--- src/rtl/sap_ring_counter.sv ---
// sap_ring_counter
// T-state sequencer for the SAP controller-sequencer. Produces the one-hot
// timing states T1..T(STAGES) consumed by the control-word decoder, plus a
// binary index, a fetch flag, an end-of-cycle pulse and a registered halt flag.
// All state updates happen on the falling edge of CLK, mirroring the
// 74LS107-style stages of the original board.
//
// Ports:
//   CLK         in   system clock (state changes on falling edge)
//   CLR_bar     in   asynchronous reset, active-high despite the name
//   HLT         in   halt request, freezes sequencing
//   RESTART     in   early end-of-instruction return to T1
//   MANUAL      in   1 = single-step mode, 0 = free-run
//   STEP_BTN    in   raw push-button, asynchronous to CLK
//   T           out  one-hot T-state, T[0] = T1
//   T_IDX       out  0-based binary index of the active T-state
//   FETCH       out  high while T_IDX < FETCH_STAGES
//   CYCLE_DONE  out  one-cycle pulse on entry to T1 from another state
//   HALTED      out  registered copy of HLT
module sap_ring_counter #(
    parameter int STAGES       = 6,
    parameter int IDX_W        = 3,
    parameter int FETCH_STAGES = 3
) (
    input  logic              CLK,
    input  logic              CLR_bar,
    input  logic              HLT,
    input  logic              RESTART,
    input  logic              MANUAL,
    input  logic              STEP_BTN,
    output logic [STAGES-1:0] T,
    output logic [IDX_W-1:0]  T_IDX,
    output logic              FETCH,
    output logic              CYCLE_DONE,
    output logic              HALTED
);

    localparam logic [STAGES-1:0] T_FIRST = {{(STAGES-1){1'b0}}, 1'b1};
    localparam logic [STAGES-1:0] T_ZERO  = {STAGES{1'b0}};

    // Sequencer state
    logic [STAGES-1:0] r_t;
    logic [IDX_W-1:0]  r_idx;
    logic              r_fetch;
    logic              r_cycle_done;
    logic              r_halted;

    // Step path state
    logic [1:0]        r_sync;
    logic [2:0]        r_hist;
    logic              r_db;
    logic              r_db_d;

    logic              w_agree_hi;
    logic              w_agree_lo;
    logic              w_step_pulse;
    logic              w_adv;
    logic              w_onehot;
    logic [STAGES-1:0] w_t_next;
    logic [IDX_W-1:0]  w_idx_next;
    logic              w_cd_next;

    // The debounce window is the three stored samples plus the newest
    // synchronized one, so the level can change on the 4th agreeing sample
    // without an extra register stage of latency.
    assign w_agree_hi   = &{r_hist, r_sync[1]};
    assign w_agree_lo   = ~|{r_hist, r_sync[1]};
    assign w_step_pulse = r_db & ~r_db_d;
    assign w_adv        = ~HLT & (MANUAL ? w_step_pulse : 1'b1);

    // Zero or multiple hot bits (e.g. an upset) are both treated as corrupt.
    assign w_onehot = (r_t != T_ZERO) && ((r_t & (r_t - T_FIRST)) == T_ZERO);

    // Push-button synchronizer, agreement debounce and edge-detect history
    always_ff @(negedge CLK or posedge CLR_bar) begin
        if (CLR_bar) begin
            r_sync <= 2'b00;
            r_hist <= 3'b000;
            r_db   <= 1'b0;
            r_db_d <= 1'b0;
        end else begin
            r_sync <= {r_sync[0], STEP_BTN};
            r_hist <= {r_hist[1:0], r_sync[1]};
            if (w_agree_hi) begin
                r_db <= 1'b1;
            end else if (w_agree_lo) begin
                r_db <= 1'b0;
            end else begin
                r_db <= r_db;
            end
            r_db_d <= r_db;
        end
    end

    // Next-state selection, index encoding and end-of-cycle detection
    always_comb begin
        w_t_next   = r_t;
        w_idx_next = {IDX_W{1'b0}};
        w_cd_next  = 1'b0;

        // Corruption recovery outranks halt so an upset cannot be frozen in.
        if (!w_onehot) begin
            w_t_next = T_FIRST;
        end else if (HLT) begin
            w_t_next = r_t;
        end else if (RESTART && w_adv) begin
            w_t_next = T_FIRST;
        end else if (w_adv) begin
            w_t_next = {r_t[STAGES-2:0], r_t[STAGES-1]};
        end else begin
            w_t_next = r_t;
        end

        for (int i = 0; i < STAGES; i++) begin
            if (w_t_next[i]) begin
                w_idx_next = IDX_W'(i);
            end else begin
                w_idx_next = w_idx_next;
            end
        end

        // Only a real T(k>1) -> T1 move counts; restart in T1 and recovery
        // from a corrupt pattern do not.
        w_cd_next = w_onehot && !r_t[0] && w_t_next[0];
    end

    // Sequencer registers, all updated together so T/T_IDX/FETCH agree
    always_ff @(negedge CLK or posedge CLR_bar) begin
        if (CLR_bar) begin
            r_t          <= T_FIRST;
            r_idx        <= {IDX_W{1'b0}};
            r_fetch      <= 1'b1;
            r_cycle_done <= 1'b0;
            r_halted     <= 1'b0;
        end else begin
            r_t          <= w_t_next;
            r_idx        <= w_idx_next;
            r_fetch      <= (int'(w_idx_next) < FETCH_STAGES);
            r_cycle_done <= w_cd_next;
            r_halted     <= HLT;
        end
    end

    assign T          = r_t;
    assign T_IDX      = r_idx;
    assign FETCH      = r_fetch;
    assign CYCLE_DONE = r_cycle_done;
    assign HALTED     = r_halted;

endmodule
--- config.mk ---
export PLATFORM = sky130hd
export DESIGN_NAME = sap_ring_counter
export DESIGN_NICKNAME = d
export VERILOG_FILES = /design/src/rtl/sap_ring_counter.sv
export SDC_FILE = /design/constraint.sdc
export NUM_CORES = 1
export LEC_CHECK = 0
export CAP_MARGIN = 5
export CORE_ASPECT_RATIO = 1.4
export CORE_UTILIZATION = 31
export DETAILED_ROUTE_END_ITERATION = 12
export PLACE_DENSITY = 0.51
export SLEW_MARGIN = 20
export SYNTH_ARGS = -nofsm -noshare
export SYNTH_HDL_FRONTEND = slang
export SYNTH_SLANG_ARGS = --single-unit
--- constraint.sdc ---
create_clock -name CLK -period 5.22 [get_ports CLK]
set_clock_uncertainty 0.05 [all_clocks]
set_input_delay 1.305 -clock CLK [delete_from_list [all_inputs] [get_ports CLK]]
set_output_delay 1.305 -clock CLK [all_outputs]
set_load 0.01 [all_outputs]
Word-level counts from Yosys, hierarchy flattened
Cells that the tools add are included. W data, S select, Z words.

Input port bits: 6. Logic and storage cells: 38. Register bits: 19.

Muxes and demuxes: 12. Reductions and logical operators: 9. Add/subtract/negate cells: 1. Bitwise logic cells: 5. $lt $le $gt $ge: 1. Eq/ne operators: 1.

Operators by type and width (count): $mux W6 (4); $mux W3 (4); $and A6 B6 Y6 (1); $logic_not A6 Y1 (1); $reduce_bool A6 Y1 (1); $sub A6 B1 Y6 const B (1); $logic_and A1 B1 Y1 (4); $mux W1 (4); $reduce_and A4 Y1 (1); $reduce_or A4 Y1 (1); $lt A3 B2 Y1 const B (1); $and A1 B1 Y1 (2); $ne A2 B2 Y1 const B (1); $not A1 Y1 (2); $logic_not A1 Y1 (1).

Logic depth before layout (Yosys ltp)
Word-level depth: 14. Gate-level depth with buffers: 6.

==> reports/results.txt <==
Worst path arrival time - 3.82 ns
Worst slack after detailed placement - -0.0687 ns
Detailed placement HPWL - 1.29 mm
1st-iter DRT viols - 30
P&R area growth vs syn - 36.2%
Number of register bits inferred by synthesis - 19
Number of warnings printed during yosys synthesis - 0
Cell taking the most area after synthesis - sky130_fd_sc_hd__dfrtn_1
Buffer cell driving the clock tree root - sky130_fd_sc_hd__clkbuf_4
Hold bufs inserted after CTS - 0
Asr flop ratio synth - 1.00
Final ANT Viol Nets - 0
Number of antenna violations at the first check in global routing - 0
Post-CTS clock slew at the launch and capture registers of the worst setup and hold paths - 0.08 ns
Status - finished clean
Maximum capacitance violations - 0
TritonCTS Buffers - 3
Overall die area - 0.00289 mm^2
Worst-case clock buffer depth - 2
Core occupancy in the finished layout - 0.457
Final setup violation count - 0
Core outline area - 0.00247 mm^2
GP Congestion - 0.849
Post-synth top area share - 0.513
Classification of the worst setup path - reg2out
Gate count of the mapped netlist - 77
Critical path endpoint category - primary output
Highest-delay cell along the critical path - sky130_fd_sc_hd__clkdlybuf4s50_1
Final hold violation count - 0
Fraction of final layout cells with drive strength greater than 1 - 0.198
Global-route wire length before repair - 3.05 mm
Row count - 21
Layout Nets - 113
Kind of cell adding the most delay to the critical path - buffers and inverters
Max rail drop VDD - 0.213 mV
Sequential area share after synthesis - 0.576
Count of different cell masters after synthesis - 25
Post-place instance area - 0.00110 mm^2
Critical path fanouts, max - 1
Horizontal die dimension - 45.7 um
Via count - 678
Number of vias per cell after detailed routing - 4.84
Clock Latency Late Sink - 0.34 ns
Effective utilization at floorplan - 0.336
Deepest level of the CTS H-tree - 1
Detailed Routing Iterations Pass 1 - 4
RSZ-0062 raised after global routing - false
Highest cell delay on the worst timing path - 0.53 ns
Chain of cells forming the critical path - clkdlybuf4s50_1
Number of buffers and inverters on the critical path - 1
Most used flip-flop cell after synthesis - sky130_fd_sc_hd__dfrtn_1
Detailed-route DRC error count - 0
Type of the worst min-delay path - reg2reg
Nets in the synthesized netlist - 83
Count of buffers inserted at the top-level ports - 17
Via count of the first global-routing pass - 666
Post-Synthesis Mean Instance Area - 10.8 um^2
Leakage Power - 0.550 nW
Synthesized cell area - 830 um^2
Final Cell Area - 0.00113 mm^2
Main area contributors after synthesis - sky130_fd_sc_hd__dfrtn_1, sky130_fd_sc_hd__dfstp_2, sky130_fd_sc_hd__a21oi_1, sky130_fd_sc_hd__nor2_1, sky130_fd_sc_hd__or3_1
Post-synth EDFFs - 0
Data required time of the critical path - 3.87 ns
Total GRT Usage - 0.142
Worst-margin pin slew - 0.363 ns
Routed wire per std cell - 12.6 um
Number of fill cells - 256
# IOs - 18
P per Cell Area - 337 mW/mm^2
Remaining Overflow, GRT - 0
N_diodes - 0
Crit start category - flop
Worst Setup Slack, final - 0.0421 ns
Routed WL - 1.77 mm
CTS tree - done
Pin count of the biggest net entering global routing - 14
Num Clock Sinks - 19
Rel. slew slack - 0.758
Height of the die - 63.2 um
Final Max Slew Viols - 0
## through the flow
| stage | setup TNS, ns | instances | power (mW) | hold slack [ns] |
|---|---|---|---|---|
| 3_5_place_dp | -0.114 | 135 | 0.313 | 0.248 |
| 6_report | 0 | 140 | 0.380 | 0.248 |
| 2_1_floorplan | 0 | 77 | 0.263 | 0.242 |
| 3_3_place_gp | -0.0620 | 135 | 0.314 | 0.246 |
| 4_1_cts | 0 | 140 | 0.384 | 0.249 |
| 5_1_grt | 0 | 140 | 0.405 | 0.251 |
## final timing paths
path,startpoint,to,slack (ns),depth (start not counted)
setup / recovery,T_IDX[0],T_IDX[0],0.04,1
hold / removal,r_sync[0],r_sync[1],0.25,0
setup reg to reg,T[3],FETCH,3.03,5
hold reg to reg,r_sync[0],r_sync[1],0.25,0
max in group asynchronous,CLR_bar,CYCLE_DONE,0.96,3
min in group asynchronous,CLR_bar,T[1],3.68,2
## kinds of logic (layout without fill, tap and decap cells)
| logic type | count (synthesis) | count (layout) | synth area share |
|---|---|---|---|
| muxes | 2 | 2 | 0.0241 |
| xor gates and xnor gates | 1 | 1 | 0.0106 |
| buffers and inverters | 10 | 39 | 0.0633 |
| DFF | 19 | 19 | 0.576 |
| adders and majority gates | 1 | 1 | 0.0136 |
| AOI/OAI and AO/OA | 15 | 15 | 0.115 |
| and+or+nand+nor | 29 | 29 | 0.198 |
## report_power, final
group | total [mW] | leakage, nW | internal, mW | switching, mW
registers | 0.177 | 0.242 | 0.170 | 0.00760
clock network | 0.0781 | 0.0260 | 0.0298 | 0.0483
logic | 0.125 | 0.282 | 0.0590 | 0.0659
## flip-flops by register name, summed over array words and instances, names as in the netlist
| register | count |
|---|---|
| HALTED | 1 |
| r_db_d | 1 |
| r_db | 1 |
| T | 6 |
| FETCH | 1 |
| r_hist | 3 |
| CYCLE_DONE | 1 |
| r_sync | 2 |
| T_IDX | 3 |
## area by class of cell
cell class,instances,area (um^2),area share
repair buffers,30,265,0.235
multi-input cells,48,299,0.265
clock buffers,3,22.5,0.0199
flip-flops and latches,19,478,0.423
inverters,3,11.3,0.00997
well taps,34,42.5,0.0377
clock inverters,3,11.3,0.00997
## Yosys cell counts, types with 2 or more instances
| cell | instances |
|---|---|
| sky130_fd_sc_hd__a221oi_1 | 2 |
| sky130_fd_sc_hd__nand3b_1 | 3 |
| sky130_fd_sc_hd__inv_1 | 4 |
| sky130_fd_sc_hd__nand2_1 | 5 |
| sky130_fd_sc_hd__nor3_1 | 4 |
| sky130_fd_sc_hd__a21oi_1 | 7 |
| sky130_fd_sc_hd__dfrtn_1 | 17 |
| sky130_fd_sc_hd__dfstp_2 | 2 |
| sky130_fd_sc_hd__nor2_1 | 7 |
| sky130_fd_sc_hd__clkbuf_1 | 4 |
| sky130_fd_sc_hd__a21o_1 | 2 |
| sky130_fd_sc_hd__buf_6 | 2 |
| sky130_fd_sc_hd__mux2i_1 | 2 |
| sky130_fd_sc_hd__nor4_1 | 2 |
| sky130_fd_sc_hd__or3_1 | 4 |
## what timing repair did
item / in CTS / in global routing
setup buffers: 0 / 0
gates cloned: 0 / 0
endpoints found under the setup margin: 6 / 2
resized for setup: 6 / 2
endpoints found under the hold margin: 0 / 0
## cells in the final DEF (no fill, tap or decap)
cell / count
sky130_fd_sc_hd__clkdlybuf4s50_1: 9
sky130_fd_sc_hd__a21oi_1: 7
sky130_fd_sc_hd__nand2_1: 5
sky130_fd_sc_hd__buf_4: 13
sky130_fd_sc_hd__mux2i_1: 2
sky130_fd_sc_hd__clkbuf_4: 3
sky130_fd_sc_hd__or3_1: 4
sky130_fd_sc_hd__nand2b_1: 1
sky130_fd_sc_hd__nor4b_1: 1
sky130_fd_sc_hd__a211o_1: 1
sky130_fd_sc_hd__or4_4: 1
sky130_fd_sc_hd__o211ai_1: 1
sky130_fd_sc_hd__a31oi_1: 1
sky130_fd_sc_hd__dlygate4sd2_1: 6
sky130_fd_sc_hd__maj3_2: 1
sky130_fd_sc_hd__dfrtn_1: 17
sky130_fd_sc_hd__inv_1: 5
sky130_fd_sc_hd__xor2_1: 1
sky130_fd_sc_hd__dfstp_2: 2
sky130_fd_sc_hd__nor4_2: 1
sky130_fd_sc_hd__clkinv_1: 1
sky130_fd_sc_hd__nor4_1: 2
sky130_fd_sc_hd__a221oi_1: 2
sky130_fd_sc_hd__nor3_1: 4
sky130_fd_sc_hd__a21o_1: 2
sky130_fd_sc_hd__dlymetal6s2s_1: 2
sky130_fd_sc_hd__o21ai_0: 1
sky130_fd_sc_hd__nand3b_1: 3
sky130_fd_sc_hd__nor2_1: 7
## layer usage
layer | vias to the layer above | routed length (um) | track usage
met4 | 0 | 22 | 0.0441
met2 | 33 | 861 | 0.229
met5 | - | 0 | 0
met1 | 312 | 750 | 0.185
li1 | 327 | - | -
met3 | 6 | 132 | 0.0287
Power figures use the tool's default switching activity.
